[src/rtl/score_bcd_decode_pkg.sv]
// Shared constants and types for the BCD <-> binary score paths.
// The display path imports the same digit order and widths.
package score_bcd_decode_pkg;
  localparam int DIGITS    = 3;
  localparam int DIGIT_W   = 4;
  localparam int SCORE_W   = 10;
  localparam int ACC_W     = SCORE_W + 4;
  localparam int IDX_W     = (DIGITS > 1) ? $clog2(DIGITS) : 1;
  localparam int MAX_DIGIT = 9;
  localparam int SCORE_MAX = 999;

  typedef enum logic [1:0] {
    IDLE = 2'd0,
    CONV = 2'd1,
    DONE = 2'd2
  } state_t;

  // Clamp the wide accumulator into the score width.
  function automatic logic [SCORE_W-1:0] sat_score(input logic [ACC_W-1:0] v);
    if (|v[ACC_W-1:SCORE_W]) return '1;
    return v[SCORE_W-1:0];
  endfunction
endpackage

[src/rtl/score_bcd_decode_if.sv]
// Start/done handshake and data bundle for the BCD-to-binary decoder.
interface score_bcd_decode_if;
  import score_bcd_decode_pkg::*;

  logic                      start;
  logic [DIGITS*DIGIT_W-1:0] digits;
  logic                      busy;
  logic                      done;
  logic [SCORE_W-1:0]        score;
  logic                      err;

  modport master (output start, output digits,
                  input busy, input done, input score, input err);
  modport slave  (input start, input digits,
                  output busy, output done, output score, output err);
endinterface

[src/rtl/score_bcd_decode_mac.sv]
// One multiply-by-ten-and-add step; out-of-range digits contribute zero.
module score_bcd_decode_mac
  import score_bcd_decode_pkg::*;
(
  input  logic [ACC_W-1:0]   acc,
  input  logic [DIGIT_W-1:0] digit,
  output logic [ACC_W-1:0]   acc_next,
  output logic               digit_ok
);
  logic [ACC_W-1:0] addend;

  assign digit_ok = (digit <= DIGIT_W'(MAX_DIGIT));
  assign addend   = digit_ok ? ACC_W'(digit) : '0;
  assign acc_next = (acc << 3) + (acc << 1) + addend;
endmodule

[src/rtl/score_bcd_decode.sv]
// Sequential BCD-to-binary score decoder, one digit per cycle, MSD first.
//   state | meaning
//   IDLE  | waiting for start; digits latched on accept
//   CONV  | one digit folded into acc per cycle, idx counts down
//   DONE  | one-cycle done pulse; score/err already updated
module score_bcd_decode
  import score_bcd_decode_pkg::*;
(
  input  logic               clk,
  input  logic               resetn,
  score_bcd_decode_if.slave  bus
);
  state_t                    state, state_next;
  logic [DIGITS*DIGIT_W-1:0] digits_q;
  logic [IDX_W-1:0]          idx;
  logic [ACC_W-1:0]          acc, acc_next;
  logic [DIGIT_W-1:0]        digit_cur;
  logic                      digit_ok, err_int, err_final, last_digit;
  logic [SCORE_W-1:0]        score_q;
  logic                      err_q, busy, done;

  assign digit_cur  = digits_q[idx*DIGIT_W +: DIGIT_W];
  assign last_digit = (idx == '0);
  assign err_final  = err_int | ~digit_ok;

  score_bcd_decode_mac u_mac (
    .acc      (acc),
    .digit    (digit_cur),
    .acc_next (acc_next),
    .digit_ok (digit_ok)
  );

  always_ff @(posedge clk or negedge resetn) begin
    if (!resetn) state <= IDLE;
    else         state <= state_next;
  end

  always_comb begin
    state_next = state;
    case (state)
      IDLE:    if (bus.start) state_next = CONV;
      CONV:    if (last_digit) state_next = DONE;
      DONE:    state_next = IDLE;
      default: state_next = IDLE;
    endcase
  end

  always_comb begin
    busy = 1'b0;
    done = 1'b0;
    case (state)
      CONV:    busy = 1'b1;
      DONE:    begin busy = 1'b1; done = 1'b1; end
      default: ;
    endcase
  end

  // Result registers load on the last CONV edge so they are valid with done.
  always_ff @(posedge clk or negedge resetn) begin
    if (!resetn) begin
      digits_q <= '0;
      idx      <= '0;
      acc      <= '0;
      err_int  <= 1'b0;
      score_q  <= '0;
      err_q    <= 1'b0;
    end else begin
      case (state)
        IDLE: if (bus.start) begin
          digits_q <= bus.digits;
          acc      <= '0;
          idx      <= IDX_W'(DIGITS - 1);
          err_int  <= 1'b0;
        end
        CONV: begin
          acc     <= acc_next;
          err_int <= err_final;
          if (!last_digit) idx <= idx - 1'b1;
          else begin
            score_q <= err_final ? '0 : sat_score(acc_next);
            err_q   <= err_final;
          end
        end
        default: ;
      endcase
    end
  end

  assign bus.busy  = busy;
  assign bus.done  = done;
  assign bus.score = score_q;
  assign bus.err   = err_q;
endmodule

[src/flat_wrapper.sv]
// flat-port wrapper written by rule: the top's interface ports become plain ports
module score_bcd_decode_flat import score_bcd_decode_pkg::*;
  (clk, resetn, bus_start, bus_digits, bus_busy, bus_done, bus_score, bus_err);
  score_bcd_decode_if bus_i ();
  input  logic clk;
  input  logic resetn;
  input wire logic [$bits(bus_i.start)-1:0] bus_start;
  input wire logic [$bits(bus_i.digits)-1:0] bus_digits;
  output wire logic [$bits(bus_i.busy)-1:0] bus_busy;
  output wire logic [$bits(bus_i.done)-1:0] bus_done;
  output wire logic [$bits(bus_i.score)-1:0] bus_score;
  output wire logic [$bits(bus_i.err)-1:0] bus_err;
  assign bus_i.start = bus_start;
  assign bus_i.digits = bus_digits;
  assign bus_busy = bus_i.busy;
  assign bus_done = bus_i.done;
  assign bus_score = bus_i.score;
  assign bus_err = bus_i.err;
  score_bcd_decode u_core (.clk(clk), .resetn(resetn), .bus(bus_i));
endmodule
[config.mk]
export PLATFORM = sky130hd
export DESIGN_NAME = score_bcd_decode_flat
export DESIGN_NICKNAME = d
export VERILOG_FILES = /design/src/rtl/score_bcd_decode_pkg.sv /design/src/rtl/score_bcd_decode_if.sv /design/src/rtl/score_bcd_decode_mac.sv /design/src/rtl/score_bcd_decode.sv /design/src/flat_wrapper.sv
export SDC_FILE = /design/constraint.sdc
export NUM_CORES = 1
export LEC_CHECK = 0
export BUFFER_PORTS_ARGS = -buffer_cell sky130_fd_sc_hd__buf_2
export CORE_MARGIN = 8
export CORE_UTILIZATION = 50
export CTS_BUF_LIST = sky130_fd_sc_hd__clkbuf_2
export CTS_CLUSTER_DIAMETER = 30
export DETAILED_ROUTE_END_ITERATION = 8
export HOLD_SLACK_MARGIN = 0.03
export MAX_ROUTING_LAYER = met4
export PLACE_DENSITY_LB_ADDON = 0.25
export SYNTH_ARGS = -nofsm -noshare
export SYNTH_HDL_FRONTEND = slang
export SYNTH_SLANG_ARGS = --single-unit
[constraint.sdc]
create_clock -name clk -period 5.2 [get_ports clk]
set_input_delay 0.52 -clock clk [delete_from_list [all_inputs] [get_ports clk]]
set_output_delay 0.52 -clock clk [all_outputs]
set_load 0.01 [all_outputs]
* Yosys cells after proc, flatten, opt, wreduce, memory -nomap -nowiden
Index checks and enable logic that the tools add are counted.
Operators by class: add/sub/neg operators 3, magnitude comparators 1, equal/unequal tests 5, shifts and indexed selects 1, mux-type cells 19, bitwise logic cells 2, reductions and logical operators 10
Operator list (number):
- 10-bit 2-to-1 mux | 3
- 13-bit one-hot mux with 2 select lines | 1
- 14-bit adder | 1
- 14-bit by 4-bit adder with 14-bit output | 1
- 13-bit 2-to-1 mux | 1
- 12-bit by 5-bit indexed part select with 4-bit output | 1
- 2-bit 2-to-1 mux | 4
- 2-bit one-hot mux with 2 select lines | 2
- 2-bit AND reduction | 4
- 1-bit 2-to-1 mux | 6
- 4-bit less-or-equal comparator (second input constant) | 1
- 2-bit zero test | 2
- 4-bit 2-to-1 mux | 1
- 2-bit inequality test (second input constant) | 2
- 4-bit OR reduction | 1
- 3-bit AND reduction | 1
- 2-bit by 1-bit == test with 1-bit output (second input constant) | 1
- 2-bit == test (second input constant) | 1
- 2-bit by 1-bit inequality test with 1-bit output (second input constant) | 1
- 1-bit one-hot mux with 2 select lines | 1
- 2-bit nonzero test | 1
- 2-bit OR reduction | 1
- 2-bit by 1-bit subtractor with 2-bit output (second input constant) | 1
- 1-bit inverter | 1
- 1-bit OR | 1
Word-level totals: register bits 41, input port bits 15

* Logic depth before layout (Yosys ltp)
Gate-level depths: netlist of the first run.
depth in word-level cells 10, gate-level depth with buffers 14, gate-level depth less buffers 13

* Modules after synthesis
A second synthesis of the first run with hierarchy kept.
Unflattened totals: cells, all modules 270, area total of the unflattened synthesis 2603.7 um^2
By module, submodules not included:
- score_bcd_decode | instances 1, cells an instance 188, area each 1888.1 um^2, sequential area each 1051.0 um^2
- score_bcd_decode_mac | instances 1, cells an instance 82, area each 715.7 um^2, sequential area each 0.0 um^2

* Least setup slack after synthesis of the first run
Ideal clock, no wire load.
kind register to register, from register u_core.idx[0], to register u_core.score_q[3], in the netlist u_core.bus.score[3], setup time 151 ps, data arrival time 3073 ps, data required time 5049 ps, slack 1977 ps, cell stages (with the launch flop) 13, path buffers 1, clock period less this slack 3223 ps, cells stage by stage dfrtp_1 buf_2 nor2b_1 o2bb2ai_1 nand2_1 fa_1 fa_1 nor2b_4 o211ai_1 a21boi_1 or4_4 a22oi_4 a41oi_1
On the way: word-level cells in the longest chain between the ends 10
Ends and longest elaborated chain:
- from (decl) | RTL line score_bcd_decode.sv:15 | logic [IDX_W-1:0] idx;
- from (signal assigned) | RTL line score_bcd_decode.sv:72 | idx <= IDX_W'(DIGITS - 1);
- from (signal assigned) | RTL line score_bcd_decode.sv:78 | if (!last_digit) idx <= idx - 1'b1;
- 12-bit by 5-bit indexed part select with 4-bit output | RTL line score_bcd_decode.sv:22 | assign digit_cur = digits_q[idx*DIGIT_W +: DIGIT_W];
- 4-bit less-or-equal comparator | RTL line score_bcd_decode_mac.sv:12 | assign digit_ok = (digit <= DIGIT_W'(MAX_DIGIT));
- 4-bit 2-to-1 mux | RTL line score_bcd_decode_mac.sv:13 | assign addend = digit_ok ? ACC_W'(digit) : '0;
- 14-bit by 4-bit adder with 14-bit output | RTL line score_bcd_decode_mac.sv:14 | assign acc_next = (acc << 3) + (acc << 1) + addend;
- 4-bit OR reduction | RTL line score_bcd_decode_pkg.sv:20 | if (|v[ACC_W-1:SCORE_W]) return '1;
- 1-bit 2-to-1 mux | RTL line score_bcd_decode_pkg.sv:20
- 1-bit 2-to-1 mux | RTL line score_bcd_decode.sv:78
- 1-bit 2-to-1 mux | RTL line score_bcd_decode.sv:68 | case (state)
- 10-bit 2-to-1 mux | RTL line score_bcd_decode_pkg.sv:21 | return v[SCORE_W-1:0];
- 10-bit 2-to-1 mux | RTL line score_bcd_decode.sv:80 | score_q <= err_final ? '0 : sat_score(acc_next);
- to (signal assigned) | RTL line score_bcd_decode.sv:80
- to (decl) | RTL line score_bcd_decode.sv:19 | logic [SCORE_W-1:0] score_q;
Several ways; a longest one is shown, not always the timed one. The select of a mux whose other input is x is not followed. A chain may end at the register's enable or synchronous reset.

* Worst setup path after layout of the first run
from register u_core.idx[0], to register u_core.score_q[9], in the netlist u_core.bus.score[9]
The elaborated chain is that of the path after synthesis.

==> results of run 1 <==
==> synth_stat cells, drive strengths merged, types with 2 or more instances <==
cell type / number / area share (%)
clkbuf: 7 / 1.2
o21ai: 12 / 2.4
a21oi: 30 / 5.9
buf: 3 / 0.79
ha: 26 / 13
a31oi: 6 / 1.5
mux2i: 5 / 2.0
a21o: 5 / 1.5
xor2: 3 / 1.0
fa: 2 / 1.6
xnor2: 6 / 2.1
a41oi: 3 / 1.0
a22o: 8 / 2.8
nand2: 15 / 2.2
a22oi: 2 / 1.1
o2bb2ai: 3 / 1.0
mux2: 12 / 5.3
nand3: 4 / 0.79
o211ai: 2 / 0.59
nor2b: 6 / 1.8
inv: 15 / 2.2
nor2: 9 / 1.3
and2: 3 / 0.79
dfrtp: 41 / 40
==> worst paths after layout <==
| kind | from | end | slack [ns] |
|---|---|---|---|
| max | u_core.idx[0] | u_core.bus.score[9] | 1.55 |
| min | resetn | u_core.digits_q[5] | 0.19 |
| max reg2reg | u_core.idx[0] | u_core.bus.score[9] | 1.55 |
| min reg2reg | u_core.bus.err | u_core.bus.err | 0.53 |
| max in group asynchronous | resetn | u_core.acc[10] | 4.46 |
| min in group clk | bus_digits[10] | u_core.digits_q[10] | 0.32 |
==> layout by cell type (no fill, tap or decap), types with 2 or more instances in the layout <==
cell       count
a21o_1         5
a21oi_1       30
a22o_1         8
a31oi_1        6
a41oi_1        3
and2_1         2
buf_2         27
clkbuf_2       5
dfrtp_1       41
fa_1           2
ha_1          26
inv_1         15
mux2_2        12
mux2i_1        5
nand2_1       15
nand3_1        4
nor2_1         9
nor2b_1        5
o211ai_1       2
o21ai_0       10
o21ai_1        2
o2bb2ai_1      3
xnor2_1        6
xor2_1         3
==> area by class of cell <==
cell class | count | area [µm²] | area share, %
Clock buffer | 5 | 25.0 | 0.895
Clock inverter | 3 | 46.3 | 1.66
Inverter | 15 | 56.3 | 2.01
Multi-Input combinational cell | 180 | 1410 | 50.5
Sequential cell | 41 | 1030 | 36.7
Tap cell | 70 | 87.6 | 3.13
Timing Repair Buffer | 28 | 143 | 5.10
==> cells by family (layout without fill, tap and decap cells) <==
group,after synthesis,count (layout),share of synthesized area [%]
AOI/OAI and AO/OA,83,83,21.8
and+or+nand+nor,43,43,8.95
DFF,41,41,40.3
adders and majority gates,28,28,14.4
buffers and inverters,25,51,4.18
muxes,17,17,7.28
xor gates and xnor gates,9,9,3.10
==> metrics by stage <==
step / worst slack (ns) / cells / hold WS [ns] / util (%)
2_1_floorplan: 1.98 / 246 / 0.224 / -
3_3_place_gp: 1.71 / 334 / 0.480 / 54.4
3_5_place_dp: 1.58 / 334 / 0.486 / 54.4
4_1_cts: 1.58 / 342 / 0.196 / 55.8
5_1_grt: 1.21 / 342 / 0.246 / 55.8
6_report: 1.55 / 342 / 0.191 / 55.8
==> critical path: cells and delay by family, from the launching register on <==
family | cells | cell delay [ns]
adders and majority gates | 2 | 0.82
muxes | 1 | 0.16
buffers and inverters | 1 | 0.06
and+or+nand+nor | 3 | 0.89
DFF | 1 | 0.55
AOI/OAI and AO/OA | 5 | 1.05
==> per-layer routing <==
layer	up-vias	track usage [%]	part of all wire, %
li1	954	-	-
met5	-	-	0
met4	0	4.53	1.2
met1	955	22.3	49
met3	8	3.68	4.6
met2	54	24.9	45
==> registers in the layout, indices dropped and copies added, names as in the netlist <==
name,cells
u_core.digits_q,12
u_core.bus.err,1
u_core.bus.score,10
u_core.state,2
u_core.acc,13
u_core.idx,2
u_core.err_int,1
==> report_power, final <==
group | internal, mW | switching, mW
Sequential | 0.455 | 0.110
Clock | 0.0819 | 0.115
Combinational | 0.450 | 0.623
==> flow_metrics.py, run 1 <==
metrics = {
    "power_and_ir_drop": {
        "ir_drop_uv": 302,
        "total_power_mw": 1.84,
        "power.leakage_nw": 1.38,
        "p_per_area_nw_per_um2": 657,
    },
    "critical_path": {
        "crit_path_max_fanout": 9,
        "crit_arrival_ns": 3.94,
        "reg2reg_depth": 12,
        "crit_chain": "nor2b_1 -> o2bb2ai_1 -> nand2_1 -> fa_1 -> inv_1 -> ha_1 -> a21o_1 -> a41o_2 -> a21oi_1 -> mux2i_1 -> nor2_1 -> a41oi_1",
        "critPathCaptureType": "register",
        "cpMaxStageDelayCell": "dfrtp_1",
        "critical_path_class": "reg2reg",
        "cpPeakStageDelay_ns": 0.55,
        "start_kind": "register",
        "crit_required_ns": 5.49,
    },
    "place": {
        "hpwl_um": 4190,
        "io_buffers": 27,
        "placed_cell_area_um2": 2720,
        "finalWeightedCongestion": 0.899,
    },
    "grt": {
        "grt_pass1_vias": 2001,
        "grt_usage_pct": 16.7,
        "grt_max_degree": 42,
        "grt-ovfl-total": 0,
        "antenna_found_initial": 0,
        "grt_pass1_wl_um": 9890,
    },
    "timing": {
        "period_minus_slack_ns": 3.65,
        "final_hold_viol_count": 0,
        "worstMarginPinSlew_ns": 0.890,
        "finalCritPeriodShare_pct": 70.2,
        "rsz0062_at_grt": "no",
        "setup_viol": 0,
        "tns_ns": 0,
        "fin_skew_ns": 0.00902,
        "slew_headroom_pct": 40.6,
        "clock.fmax_mhz": 274,
        "drv_slew": 0,
    },
    "floorplan": {
        "io_pins": 28,
        "rows": 26,
        "coreArea_um2": 5010,
        "design.die.area_um2": 7630,
        "start_util_pct": 50.8,
        "die_w_um": 87.3,
        "die_height_um": 87.3,
    },
    "layout": {
        "fin_nets": 314,
        "final_cell_area_um2": 2800,
        "n_antenna_cell": 0,
        "drive_gt1_share_pct": 20.6,
        "fill_cells": 458,
        "syn2layout_area_growth_pct": 9.89,
    },
    "route": {
        "wl_per_cell_um": 16.6,
        "vias": 1971,
        "drt_iter0_drc": 155,
        "viasPerCell": 5.76,
        "dr.pass1.iters": 4,
        "drtAntennaViolNets": 0,
        "drc_errors": 0,
        "routed_wl_um": 5680,
    },
    "cts": {
        "cts_buffers": 5,
        "cts-hold-fix-buffers": 0,
        "cts_tree": "done",
        "cts_sinks": 41,
        "cts.htree.levels": 2,
        "clockBufferDepth": 2,
        "cts_resized": 0,
        "clock_latency_ns": 0.41,
        "clkTransAtPathRegs_ns": 0.22,
        "clockRootBuffer": "clkbuf_2",
        "cts_setup_buffers": 0,
    },
    "yosys": {
        "yosys_warnings": 0,
        "ys_types": 49,
        "synth_edf_count": 0,
        "synth-async-reset-ratio_pct": 100,
        "synth_ff_type": "dfrtp_1",
        "ys_seq_area_share_pct": 40.3,
        "synth_nets": 289,
        "ys_ff_latch": 41,
        "avgSynthCellArea_um2": 10.3,
        "syn_inst": 246,
        "netlist_area_um2": 2540,
    },
    "run_status": {
        "status": "finished clean",
    },
    "run": {
        "drv_cap": 0,
    },
    "hold_path": {
        "hold_class": "in2async",
    },
}
Power figures use the tool's default switching activity.
==> run 2: changes to the inputs <==
clock period = 3 ns   (was 5.2 ns; I/O delays follow)
==> run 2 against run 1 <==
  * The flow now finishes with violations (setup timing)
  * Routed wire length is 5.6% higher
  * Maximum frequency is 9.3% higher
  * Sequential power is 72% higher
  * Clock power is 70% higher
  * Power is 90% higher
  * Die area stayed put
  * Cell count is 5.6% higher
  * Via count is 3.5% higher
  * Combinational power is 100% higher
  * Worst hold slack worse by 0.099 ns
  * Largest cell class unchanged
==> flow_metrics.py, run 2 (synthesized netlist as in run 1, its figures left out) <==
metrics = {
    "grt": {
        "antenna_found_initial": 0,
        "grt_pass1_vias": 2083,
        "grt-ovfl-total": 0,
        "grt_usage_pct": 17.2,
        "grt_pass1_wl_um": 9980,
        "grt_max_degree": 42,
    },
    "cts": {
        "cts_sinks": 41,
        "cts_tree": "done",
        "cts.htree.levels": 2,
        "cts_buffers": 5,
        "clock_latency_ns": 0.41,
        "clockRootBuffer": "clkbuf_2",
        "clkTransAtPathRegs_ns": 0.22,
        "clockBufferDepth": 2,
    },
    "timing": {
        "clock.fmax_mhz": 299,
        "final_hold_viol_count": 0,
        "period_minus_slack_ns": 3.34,
        "setup_viol": 13,
        "setup_ws_ns": -0.339,
        "worstMarginPinSlew_ns": 0.876,
        "finalCritPeriodShare_pct": 111,
        "fin_skew_ns": 0.0147,
        "hold_ws_ns": 0.0922,
        "rsz0062_at_grt": "yes",
        "drv_slew": 0,
        "slew_headroom_pct": 41.6,
    },
    "critical_path": {
        "rrSetupSlack_ns": -0.34,
        "start_kind": "register",
        "rr_endpoint": "u_core.bus.score[2]",
        "crit_arrival_ns": 3.66,
        "worstReg2RegStart": "u_core.idx[0]",
        "reg2reg_depth": 12,
        "critical_path_class": "reg2reg",
        "critPathCaptureType": "register",
        "crit_path_max_fanout": 6,
        "crit_required_ns": 3.32,
    },
    "floorplan": {
        "rows": 26,
        "die_height_um": 87.3,
        "design.die.area_um2": 7630,
        "coreArea_um2": 5010,
        "die_w_um": 87.3,
        "io_pins": 28,
        "start_util_pct": 50.8,
    },
    "layout": {
        "layout_commonest_cell": "dfrtp_1",
        "syn2layout_area_growth_pct": 19.9,
        "layout_common_cells": "40 x dfrtp_1, 29 x a21oi_1, 27 x buf_2, 26 x ha_1, 18 x buf_4",
        "largest_reg_flops": 13,
        "fill_cells": 442,
        "n_antenna_cell": 0,
        "final_cell_area_um2": 3050,
        "drive_gt1_share_pct": 31.3,
        "regArea_um2": 1030,
        "fin_nets": 333,
        "stdcell_count": 361,
        "multi_input_comb_area_um2": 1530,
        "largest-register": "u_core.acc",
    },
    "power_and_ir_drop": {
        "ir_drop_uv": 726,
        "p_per_area_nw_per_um2": 1140,
        "power.leakage_nw": 1.49,
    },
    "run_status": {
        "violations": "setup timing",
        "status": "complete, but fails checks",
    },
    "place": {
        "placed_cell_area_um2": 2810,
        "finalWeightedCongestion": 0.906,
        "io_buffers": 27,
        "hpwl_um": 4300,
        "placedCellCount": 343,
    },
    "route": {
        "dr.pass1.iters": 4,
        "routed_wl_um": 6000,
        "wl_per_cell_um": 16.6,
        "drt_iter0_drc": 120,
        "drc_errors": 0,
        "vias": 2039,
        "viasPerCell": 5.65,
        "drtAntennaViolNets": 0,
    },
    "run": {
        "drv_cap": 0,
    },
    "hold_path": {
        "min_from": "bus_digits[8]",
        "hold_class": "in2reg",
        "hold_path_depth": 2,
        "worst_hold_path.endpoint": "u_core.digits_q[8]",
    },
}
## run 2: cell count changes in the layout (fill, tap and decap cells not counted), moves of 2 or more
cell	change
buf_4	+17
a41oi_1	-2
a41oi_2	+2
nor2b_1	-2
o2bb2ai_1	-2
o2bb2ai_2	+2
## run 2: worst max-delay path, stage by stage (launching register included)
cell,delay (ns)
dfrtp_2,0.50
mux2i_1,0.23
o2bb2ai_2,0.09
nor2_1,0.10
nand2_1,0.07
fa_1,0.53
fa_2,0.25
nor2b_4,0.05
o211ai_1,0.30
a21boi_2,0.11
or4_4,0.54
a22oi_2,0.34
a31oi_1,0.13
## run 2: per-layer routing
| metal | track usage (%) | vias up | part of all wire, % |
|---|---|---|---|
| met5 | - | - | 0 |
| met1 | 22.5 | 962 | 49 |
| met3 | 3.77 | 17 | 4.2 |
| met4 | 6.09 | 0 | 2.3 |
| li1 | - | 1000 | - |
| met2 | 25.6 | 60 | 44 |
## run 2: timing repair
item / in CTS / in global routing
cloned: 1 / 0
hold buffers: 1 / 0
setup buffers: 6 / 2
endpoints found under the setup margin: 14 / 15
pin swaps: 12 / 5
endpoints found under the hold margin: 41 / 0
gates resized for setup: 13 / 5
## run 2: worst max-delay path by stage
stage                                endpoint  slack, ns           from  depth (start not counted)
after CTS                 u_core.bus.score[3]      -0.28  u_core.idx[0]                         12
after global placement    u_core.bus.score[4]      -0.37  u_core.idx[0]                         13
after detailed placement  u_core.bus.score[9]      -0.46  u_core.idx[0]                         13
final                     u_core.bus.score[2]      -0.34  u_core.idx[0]                         12
after global routing      u_core.bus.score[2]      -0.46  u_core.idx[0]                         12
after floorplan           u_core.bus.score[3]      -0.09  u_core.idx[0]                         13
## run 2: report_power, final
group	total, mW	internal [mW]	leakage, nW	switching (mW)
Sequential	0.973	0.791	0.524	0.182
Combinational	2.18	0.961	0.925	1.22
Clock	0.335	0.143	0.0433	0.192
## run 2: metrics by stage
stage          util, %  total power, mW  setup TNS (ns)  worst slack [ns]
2_1_floorplan        -             2.36          -0.566           -0.0880
3_3_place_gp      56.1             2.89           -3.81            -0.372
3_5_place_dp      56.1             2.94           -4.81            -0.463
4_1_cts           60.2             3.43           -2.86            -0.281
5_1_grt           60.9             3.73           -5.17            -0.464
6_report          60.9             3.49           -3.36            -0.339
## run 2: cell type report
cell class / count / share of cell area (%)
multi-input cells: 181 / 50.1
inverters: 15 / 1.85
flip-flops and latches: 41 / 33.7
clock buffers: 5 / 0.821
well taps: 70 / 2.87
clock inverters: 3 / 1.44
repair buffers: 46 / 9.19
==> run 3: changes to the inputs <==
==> constraint.sdc (replaced) <==
create_clock -name clk -period 3.5 [get_ports clk]
set_input_delay 0.35 -clock clk [delete_from_list [all_inputs] [get_ports clk]]
set_output_delay 0.35 -clock clk [all_outputs]
set_load 0.005 [all_outputs]
==> run 3 against run 2 <==
  * The run now ends clean
  * First-iteration DRC count rose by 12%
  * Clock power fell by 35%
  * Clock skew fell by 0.0057 ns
  * Power fell by 19%
  * Combinational power fell by 19%
  * Non-clock buffer count fell by 6
  * Via count rose by 1.5%
  * Worst setup slack improved by 0.41 ns
  * Sequential power fell by 13%
  * Design area fell by 3.1%
  * Register-to-register slack improved by 0.41 ns
  * Critical path type unchanged
==> flow_metrics.py, run 3 (synthesized netlist as in run 1, its figures left out) <==
metrics = {
    "hold_path": {
        "hold_class": "in2reg",
        "hold_path_depth": 2,
    },
    "route": {
        "vias": 2070,
        "drt_iter0_drc": 134,
        "dr.pass1.iters": 4,
        "drc_errors": 0,
        "routed_wl_um": 6180,
        "drtAntennaViolNets": 0,
        "wl_per_cell_um": 17.4,
        "viasPerCell": 5.83,
    },
    "timing": {
        "slew_headroom_pct": 39.8,
        "period_minus_slack_ns": 3.43,
        "fin_skew_ns": 0.00898,
        "rsz0062_at_grt": "yes",
        "final_hold_viol_count": 0,
        "clock.fmax_mhz": 291,
        "setup_ws_ns": 0.0678,
        "setup_viol": 0,
        "worstMarginPinSlew_ns": 0.903,
        "finalCritPeriodShare_pct": 98.1,
        "drv_slew": 0,
    },
    "floorplan": {
        "coreArea_um2": 5010,
        "die_height_um": 87.3,
        "design.die.area_um2": 7630,
        "rows": 26,
        "start_util_pct": 50.8,
        "die_w_um": 87.3,
        "io_pins": 28,
    },
    "layout": {
        "n_antenna_cell": 0,
        "layout_commonest_cell": "dfrtp_1",
        "syn2layout_area_growth_pct": 16.2,
        "fill_cells": 441,
        "largest_reg_flops": 13,
        "drive_gt1_share_pct": 28.8,
        "layout_common_cells": "40 x dfrtp_1, 29 x a21oi_1, 27 x buf_2, 26 x ha_1",
        "stdcell_count": 355,
        "largest-register": "u_core.acc",
        "fin_nets": 327,
    },
    "power_and_ir_drop": {
        "total_power_mw": 2.83,
        "power_switching_mw": 1.32,
        "intPower_mw": 1.51,
        "combPwrFrac_pct": 62.5,
        "power.leakage_nw": 1.43,
        "p_per_area_nw_per_um2": 958,
        "seqPwrFrac_pct": 29.8,
        "pwr-share-clk_pct": 7.7,
        "ir_drop_uv": 469,
        "swShare_pct": 46.7,
    },
    "critical_path": {
        "crit_chain": "mux2i_2 -> o2bb2ai_2 -> nor2_1 -> nand2_1 -> fa_2 -> fa_2 -> nor2b_4 -> o211ai_1 -> a21boi_2 -> or4_4 -> a22oi_2 -> a31oi_1",
        "reg2reg_depth": 12,
        "cpPeakStageDelay_ns": 0.58,
        "start_kind": "register",
        "cpMaxStageDelayCell": "fa_2",
        "crit_path_max_fanout": 7,
        "cpMostUsedCell": "fa_2",
        "critical_path_class": "reg2reg",
        "crit_arrival_ns": 3.73,
        "crit_buf_inv": 0,
        "critPathTopFamily": "compound AO/OA/AOI/OAI gates",
        "crit_required_ns": 3.80,
        "cp.depth": 12,
        "critPathCaptureType": "register",
    },
    "place": {
        "placedCellCount": 339,
        "hpwl_um": 4380,
        "io_buffers": 27,
        "finalWeightedCongestion": 0.919,
        "post-place-ws_ns": -0.140,
    },
    "cts": {
        "cts_buffers": 5,
        "clock_latency_ns": 0.40,
        "clockRootBuffer": "clkbuf_2",
        "cts.htree.levels": 2,
        "clkTransAtPathRegs_ns": 0.23,
        "cts_sinks": 41,
        "cts_tree": "done",
        "clockBufferDepth": 2,
    },
    "grt": {
        "grt_pass1_vias": 1962,
        "antenna_found_initial": 0,
        "grt_usage_pct": 16.8,
        "grt-ovfl-total": 0,
        "grt_pass1_wl_um": 9810,
        "grt_max_degree": 42,
    },
    "run_status": {
        "status": "finished clean",
    },
    "run": {
        "drv_cap": 0,
    },
}
[run 3: final timing paths]
check	start	end	slack (ns)
min in group asynchronous	resetn	u_core.digits_q[10]	0.59
worst min-delay path	bus_digits[11]	u_core.digits_q[11]	0.15
worst min register to register	u_core.bus.err	u_core.bus.err	0.53
worst max register to register	u_core.idx[0]	u_core.bus.score[5]	0.07
worst max-delay path	u_core.idx[0]	u_core.bus.score[5]	0.07
max in group asynchronous	resetn	u_core.idx[0]	2.30
[run 3: final cells by class]
type                            count  area (µm²)  area share, %
Inverter                           15        56.3           1.91
Clock inverter                      3        22.5          0.762
Sequential cell                    41        1030           34.8
Timing Repair Buffer               40         235           7.96
Tap cell                           70        87.6           2.96
Clock buffer                        5        25.0          0.847
Multi-Input combinational cell    181        1500           50.8
[run 3: power by group through the flow]
stage / clock network [mW] / registers [mW] / logic (mW)
floorplan: 0 / 0.796 / 1.17
global placement: 0 / 0.835 / 1.57
detailed placement: 0 / 0.842 / 1.61
CTS: 0.228 / 0.833 / 1.62
global route: 0.249 / 0.870 / 1.96
finish: 0.217 / 0.844 / 1.77
[run 3: per-layer routing]
| layer | share of wire, % | vias to the layer above | track usage (%) |
|---|---|---|---|
| met2 | 46 | 77 | 24.5 |
| met3 | 5.0 | 8 | 3.30 |
| met5 | 0 | - | - |
| met4 | 0.97 | 0 | 4.06 |
| met1 | 48 | 1004 | 23.1 |
| li1 | - | 981 | - |
[run 3: metrics by stage]
step / instance area, µm² / hold WS (ns) / util, % / TNS (ns)
floorplan: 2540 / 0.0544 / - / 0
global placement: 2760 / 0.483 / 55.1 / -0.00101
detailed placement: 2760 / 0.491 / 55.1 / -0.787
CTS: 2830 / 0.122 / 56.4 / 0
global route: 2960 / 0.106 / 59.0 / -0.534
finish: 2960 / 0.153 / 59.0 / 0
[run 3: what timing repair did]
item,in CTS,in global routing
cloned,0,1
hold endpoints to repair,6,0
hold buffers,1,0
setup buffers,0,6
pin swaps,1,15
gates resized for setup,3,14
endpoints found under the setup margin,10,10
